**config.mk**
```make
export PLATFORM = sky130hd
export DESIGN_NAME = alu_regfile_wb
export DESIGN_NICKNAME = d
export VERILOG_FILES = /design/src/rtl/ev22_pkg.sv /design/src/rtl/alu_flag_reg.sv /design/src/rtl/alu_regfile_wb.sv
export SDC_FILE = /design/constraint.sdc
export NUM_CORES = 1
export LEC_CHECK = 0
export ABC_AREA = 1
export ABC_CLOCK_PERIOD_IN_PS = 4500
export CORE_UTILIZATION = 55
export DETAILED_ROUTE_END_ITERATION = 8
export GPL_ROUTABILITY_DRIVEN = 1
export GPL_TIMING_DRIVEN = 0
export PLACE_DENSITY = 0.87
export REMOVE_ABC_BUFFERS = 1
export SETUP_SLACK_MARGIN = 0.3
export SLEW_MARGIN = 5
export SYNTH_ARGS = -nofsm -noshare
export SYNTH_HDL_FRONTEND = slang
export SYNTH_HIERARCHICAL = 1
export SYNTH_SLANG_ARGS = --single-unit
```
**constraint.sdc**
```tcl
create_clock -name clk -period 4.5 [get_ports clk]
set_clock_uncertainty 0.05 [all_clocks]
set_input_delay 0.675 -clock clk [delete_from_list [all_inputs] [get_ports clk]]
set_output_delay 0.675 -clock clk [all_outputs]
set_load 0.01 [all_outputs]
```
**src/rtl/ev22_pkg.sv**
```systemverilog
// Shared ALU definitions: opcode encodings, datapath width and opcode
// classification helpers used by the register file and write-back stage.
package ev22_pkg;

  localparam int unsigned DATA_W = 16;
  localparam int unsigned ALUC_W = 4;

  localparam logic [ALUC_W-1:0] ALU_PASSA = 4'b0000;
  localparam logic [ALUC_W-1:0] ALU_PASSB = 4'b0001;
  localparam logic [ALUC_W-1:0] ALU_AND   = 4'b0010;
  localparam logic [ALUC_W-1:0] ALU_OR    = 4'b0011;
  localparam logic [ALUC_W-1:0] ALU_ADD   = 4'b0100;
  localparam logic [ALUC_W-1:0] ALU_SUB   = 4'b0101;
  localparam logic [ALUC_W-1:0] ALU_XOR   = 4'b0110;
  localparam logic [ALUC_W-1:0] ALU_NOT   = 4'b0111;
  localparam logic [ALUC_W-1:0] ALU_SHL   = 4'b1000;
  localparam logic [ALUC_W-1:0] ALU_SHR   = 4'b1001;
  localparam logic [ALUC_W-1:0] ALU_INC   = 4'b1010;
  localparam logic [ALUC_W-1:0] ALU_CLC   = 4'b1011;
  localparam logic [ALUC_W-1:0] ALU_SEC   = 4'b1100;

  // Opcodes whose commit modifies the carry flag.
  function automatic logic updates_carry(input logic [ALUC_W-1:0] aluc);
    return (aluc == ALU_ADD) || (aluc == ALU_SUB) ||
           (aluc == ALU_CLC) || (aluc == ALU_SEC);
  endfunction

  // Flag-only opcodes never write the register file.
  function automatic logic writes_reg(input logic [ALUC_W-1:0] aluc);
    return !((aluc == ALU_CLC) || (aluc == ALU_SEC));
  endfunction

  // Carry value an opcode commits; only meaningful when updates_carry() is set.
  function automatic logic carry_result(input logic [ALUC_W-1:0] aluc, input logic cy);
    logic res;
    res = cy;
    if (aluc == ALU_CLC) res = 1'b0;
    if (aluc == ALU_SEC) res = 1'b1;
    return res;
  endfunction

endpackage

```
**src/rtl/alu_flag_reg.sv**
```systemverilog
// Committed carry/zero flags plus the effective carry seen by the ALU,
// which forwards the carry of a pending write-back entry.
module alu_flag_reg (
  input  logic       clk,
  input  logic       rst,
  input  logic       pend_i,
  input  logic       commit_i,
  input  logic       reg_wr_i,
  input  logic [3:0] aluc_i,
  input  logic       cy_i,
  input  logic       z_zero_i,
  output logic       carry_flag_o,
  output logic       zero_flag_o,
  output logic       cy_eff_c_o
);
  import ev22_pkg::*;

  logic carry_q, carry_d;
  logic zero_q, zero_d;
  logic entry_cy_c;

  assign entry_cy_c = carry_result(aluc_i, cy_i);

  always_comb begin
    carry_d = carry_q;
    zero_d  = zero_q;
    if (commit_i) begin
      if (updates_carry(aluc_i)) carry_d = entry_cy_c;
      if (reg_wr_i)              zero_d  = z_zero_i;
    end
  end

  always_ff @(posedge clk) begin
    if (rst) begin
      carry_q <= 1'b0;
      zero_q  <= 1'b0;
    end else begin
      carry_q <= carry_d;
      zero_q  <= zero_d;
    end
  end

  // Frozen entries still forward their carry while hold is asserted.
  assign cy_eff_c_o   = (pend_i && updates_carry(aluc_i)) ? entry_cy_c : carry_q;
  assign carry_flag_o = carry_q;
  assign zero_flag_o  = zero_q;

endmodule

```
**src/rtl/alu_regfile_wb.sv**
```systemverilog
// Register file and one-entry write-back stage around the ALU, with operand
// and carry forwarding from the pending entry so dependent ops never stall.
module alu_regfile_wb #(
  parameter  int unsigned DATA_W = 16,
  parameter  int unsigned NREG   = 8,
  localparam int unsigned SEL_W  = $clog2(NREG)
) (
  input  logic              clk,
  input  logic              rst,
  input  logic [SEL_W-1:0]  rd_a_sel,
  input  logic [SEL_W-1:0]  rd_b_sel,
  output logic [DATA_W-1:0] a,
  output logic [DATA_W-1:0] b,
  output logic              cy_in,
  input  logic [DATA_W-1:0] z,
  input  logic              cy_out,
  input  logic [3:0]        aluc,
  input  logic              wr_en,
  input  logic [SEL_W-1:0]  wr_sel,
  input  logic              hold,
  output logic              carry_flag,
  output logic              zero_flag,
  output logic              wb_pending
);
  import ev22_pkg::*;

  logic [DATA_W-1:0] rf_q [NREG];

  logic              wb_valid_q, wb_valid_d;
  logic [DATA_W-1:0] wb_z_q,     wb_z_d;
  logic              wb_cy_q,    wb_cy_d;
  logic [3:0]        wb_aluc_q,  wb_aluc_d;
  logic [SEL_W-1:0]  wb_sel_q,   wb_sel_d;

  logic wb_write_c;
  logic commit_c;
  logic rf_we_c;
  logic fwd_a_c, fwd_b_c;

  // Write-back entry: load on capture, otherwise drain; hold freezes it.
  always_comb begin
    wb_valid_d = wb_valid_q;
    wb_z_d     = wb_z_q;
    wb_cy_d    = wb_cy_q;
    wb_aluc_d  = wb_aluc_q;
    wb_sel_d   = wb_sel_q;
    if (!hold) begin
      wb_valid_d = wr_en;
      if (wr_en) begin
        wb_z_d    = z;
        wb_cy_d   = cy_out;
        wb_aluc_d = aluc;
        wb_sel_d  = wr_sel;
      end
    end
  end

  always_ff @(posedge clk) begin
    if (rst) begin
      wb_valid_q <= 1'b0;
      wb_z_q     <= '0;
      wb_cy_q    <= 1'b0;
      wb_aluc_q  <= '0;
      wb_sel_q   <= '0;
    end else begin
      wb_valid_q <= wb_valid_d;
      wb_z_q     <= wb_z_d;
      wb_cy_q    <= wb_cy_d;
      wb_aluc_q  <= wb_aluc_d;
      wb_sel_q   <= wb_sel_d;
    end
  end

  assign wb_write_c = writes_reg(wb_aluc_q);
  assign commit_c   = wb_valid_q && !hold;
  assign rf_we_c    = commit_c && wb_write_c && (wb_sel_q != '0);

  always_ff @(posedge clk) begin
    if (rst) begin
      rf_q <= '{default: '0};
    end else if (rf_we_c) begin
      rf_q[wb_sel_q] <= wb_z_q;
    end
  end

  // R0 is hardwired to zero and never forwarded.
  assign fwd_a_c = wb_valid_q && wb_write_c && (wb_sel_q == rd_a_sel);
  assign fwd_b_c = wb_valid_q && wb_write_c && (wb_sel_q == rd_b_sel);

  assign a = (rd_a_sel == '0) ? '0 : (fwd_a_c ? wb_z_q : rf_q[rd_a_sel]);
  assign b = (rd_b_sel == '0) ? '0 : (fwd_b_c ? wb_z_q : rf_q[rd_b_sel]);

  alu_flag_reg u_flags (
    .clk          (clk),
    .rst          (rst),
    .pend_i       (wb_valid_q),
    .commit_i     (commit_c),
    .reg_wr_i     (rf_we_c),
    .aluc_i       (wb_aluc_q),
    .cy_i         (wb_cy_q),
    .z_zero_i     (wb_z_q == '0),
    .carry_flag_o (carry_flag),
    .zero_flag_o  (zero_flag),
    .cy_eff_c_o   (cy_in)
  );

  assign wb_pending = wb_valid_q;

endmodule

```
==> results_dict.tcl <==
set metrics [dict create \
    outcome "finished, final reports clean" \
    ir_drop_mv 0.3022 \
    post-route-drc-count 0 \
    die_w_um 132.5 \
    p_sw_share_pct 29.19 \
    core_area_sq_mm 0.01658 \
    drt_first_iter_violations 1662 \
    ys_seq_area_share_pct 33.15 \
    clk_pin_slew_worst_paths_ns 0.06 \
    syn_inst 1650 \
    numPlacedInstances 1826 \
    vias_per_cell 5.893 \
    start_kind "input pin" \
    multi_input_area_sq_mm 0.005383 \
    power.switching_mw 0.9947 \
    syn_area_sq_mm 0.009360 \
    io_buffers 69 \
    max_slew_margin_pct 19.12 \
    wl_per_cell_um 16.50 \
    period_share_pct 91.93 \
    crit_type "input pin to primary output" \
    drive_gt1_share_pct 5.488 \
    dp_slack_ns -1.134 \
    cts_sinks 155 \
    hpwl_um 17230 \
    p_clk_share_pct 42.2 \
    ys_ff_latch 155 \
    clock_latency_ns 0.44 \
    p_leak_nw 4.672 \
    power_mw 3.408 \
    chipHeight_um 132.5 \
    p_comb_share_pct 16.6 \
    whs_ns 0.3949 \
    power_density_mw_per_mm2 315.7 \
    rsz0062_at_grt "yes" \
    setup_violations 0 \
    ff_latch_area_sq_mm 0.003103 \
    grt_pass1_wl_um 49430 \
    vias 10960 \
    drv_slew 0 \
    syn2layout_area_growth_pct 15.33 \
    placed_area_sq_mm 0.01015 \
    h-tree-depth 4 \
    gp_congestion 0.8331 \
    ant_nets 0 \
    die_area_sq_mm 0.01754 \
    grt_pass1_vias 10170 \
    final_cells 1860 \
    initial_core_util_pct 56.44 \
    root_buffer "clkbuf_16" \
    antenna_found_initial 0 \
    layout_setup_ws_ns 0.3633 \
    nets 1662 \
    hold_class "flop to flop" \
    grt-ovfl-total 0 \
    endpoint_kind "primary output" \
    seq_power_share_pct 41.2 \
    hold_viol_final 0 \
    cts_tree "yes" \
    drt-total-wl_um 30700 \
    ys.warnings.count 6 \
    avgSynthCellArea_sq_um 5.673 \
    grt_max_degree 91 \
    synth_cell_types 21 \
    rows 47 \
    num_io_pins 70 \
    track_usage_pct 35.14 \
    diodes 0 \
    reg2reg_slack_ns 1.73 \
    drt_pass1_iterations 6 \
    cts_hold_buf 0 \
    required_ns 3.77 \
    crit_arrival_ns 3.41 \
    filler_cell_count 1507 \
    drv_cap 0 \
    worst-slew-pin-transition_ns 1.209 \
    post-route-min-period_ns 4.137 \
    cts_buffer_depth 2 \
    design_area_sq_mm 0.01080 \
    crit_fanout 44 \
    cts_buffers 17 \
    max_freq_mhz 241.7 \
    internal_power_mw 2.413 \
]
==> what timing repair did <==
item	4_1_cts	5_1_grt
pin swaps	0	1
buffers inserted	0	3
resized for setup	20	2
setup endpoints to repair	32	27
==> metal layers <==
metal	track usage, %	vias to the layer above	routed length (um)
li1	-	5152	-
met1	42.84	4902	11730
met2	56.99	761	14020
met3	7.203	146	3659
met4	21.58	0	1287
met5	0	-	0
==> cell families after synthesis <==
logic type                after synthesis  share of synthesized area (%)
and+or+nand+nor                      1096                          48.06
buffers and inverters                 237                          10.01
AOI/OAI and AO/OA                     159                          8.502
DFF                                   155                          33.15
xor gates and xnor gates                3                         0.2808
==> worst max-delay path: stages <==
cell,delay [ns]
buf_2,0.27
buf_12,0.27
inv_2,0.56
buf_12,0.30
nand3_2,0.50
nand2_1,0.24
nor2_1,0.08
clkdlybuf4s50_1,0.48
==> Yosys cell counts <==
cell / number / area [sq um]
nand2_1: 633 / 2376
nand3_1: 263 / 1316
nor2_1: 178 / 668.1
dfxtp_1: 155 / 3103
a21oi_1: 134 / 670.6
inv_1: 90 / 337.8
clkbuf_1: 76 / 285.3
buf_2: 38 / 190.2
o21ai_0: 24 / 120.1
buf_1: 23 / 86.33
nor3_1: 7 / 35.03
clkinv_1: 6 / 22.52
nand4_1: 5 / 31.28
inv_2: 4 / 15.01
nand2_2: 4 / 25.02
nor2_2: 3 / 18.77
xnor2_1: 3 / 26.28
nand3_2: 1 / 10.01
nor2_4: 1 / 11.26
nor4_1: 1 / 6.260
o21ai_1: 1 / 5.000
==> sequential cells by signal (all words and copies together), names as in the netlist <==
signal / count
wb_z_q: 16
u_flags/zero_flag_o: 1
wb_pending: 1
wb_cy_q: 1
wb_aluc_q: 4
u_flags/carry_flag_o: 1
rf_q: 128
wb_sel_q: 3
==> cell type report <==
cell class	count	area share, %
Clock buffer	21	4.172
Clock inverter	10	1.101
Sequential cell	155	28.74
Multi-Input combinational cell	1258	49.86
Inverter	100	3.697
Tap cell	220	2.550
Timing Repair Buffer	96	9.875
==> per-stage QoR <==
stage	TNS (ns)	util (%)
6_report	0	65.10
5_1_grt	0	65.10
4_1_cts	0	64.92
3_5_place_dp	-32.67	61.19
3_3_place_gp	-212.30	58.88
2_1_floorplan	0	-
==> final timing paths <==
check,startpoint,endpoint,cells past startpoint
worst min-delay path,rf_q[127],rf_q[127],2
worst max register to register,wb_pending,rf_q[63],10
worst max-delay path,rd_a_sel[0],a[2],8
worst min register to register,rf_q[127],rf_q[127],2
==> placed cells by master, fill, tap and decap left out, types with 5 or more instances in the layout <==
master and instances:
o21ai_0 24, clkdlybuf4s50_1 63, nand3_1 261, buf_12 8
inv_2 5, nor2_1 178, a21oi_1 134, clkbuf_16 17
nand4_1 5, nand2_1 632, buf_4 11, inv_1 88
dfxtp_1 155, nor3_2 7
==> power groups by stage <==
stage	Clock (mW)	Combinational (mW)	Sequential (mW)
6_report	1.44	0.565	1.40
5_1_grt	1.48	0.604	1.41
3_3_place_gp	0	0.510	1.43
3_5_place_dp	0	0.535	1.43
4_1_cts	1.43	0.543	1.40
2_1_floorplan	0	0.281	1.43
Note: power is estimated with default switching activity, not from simulation.
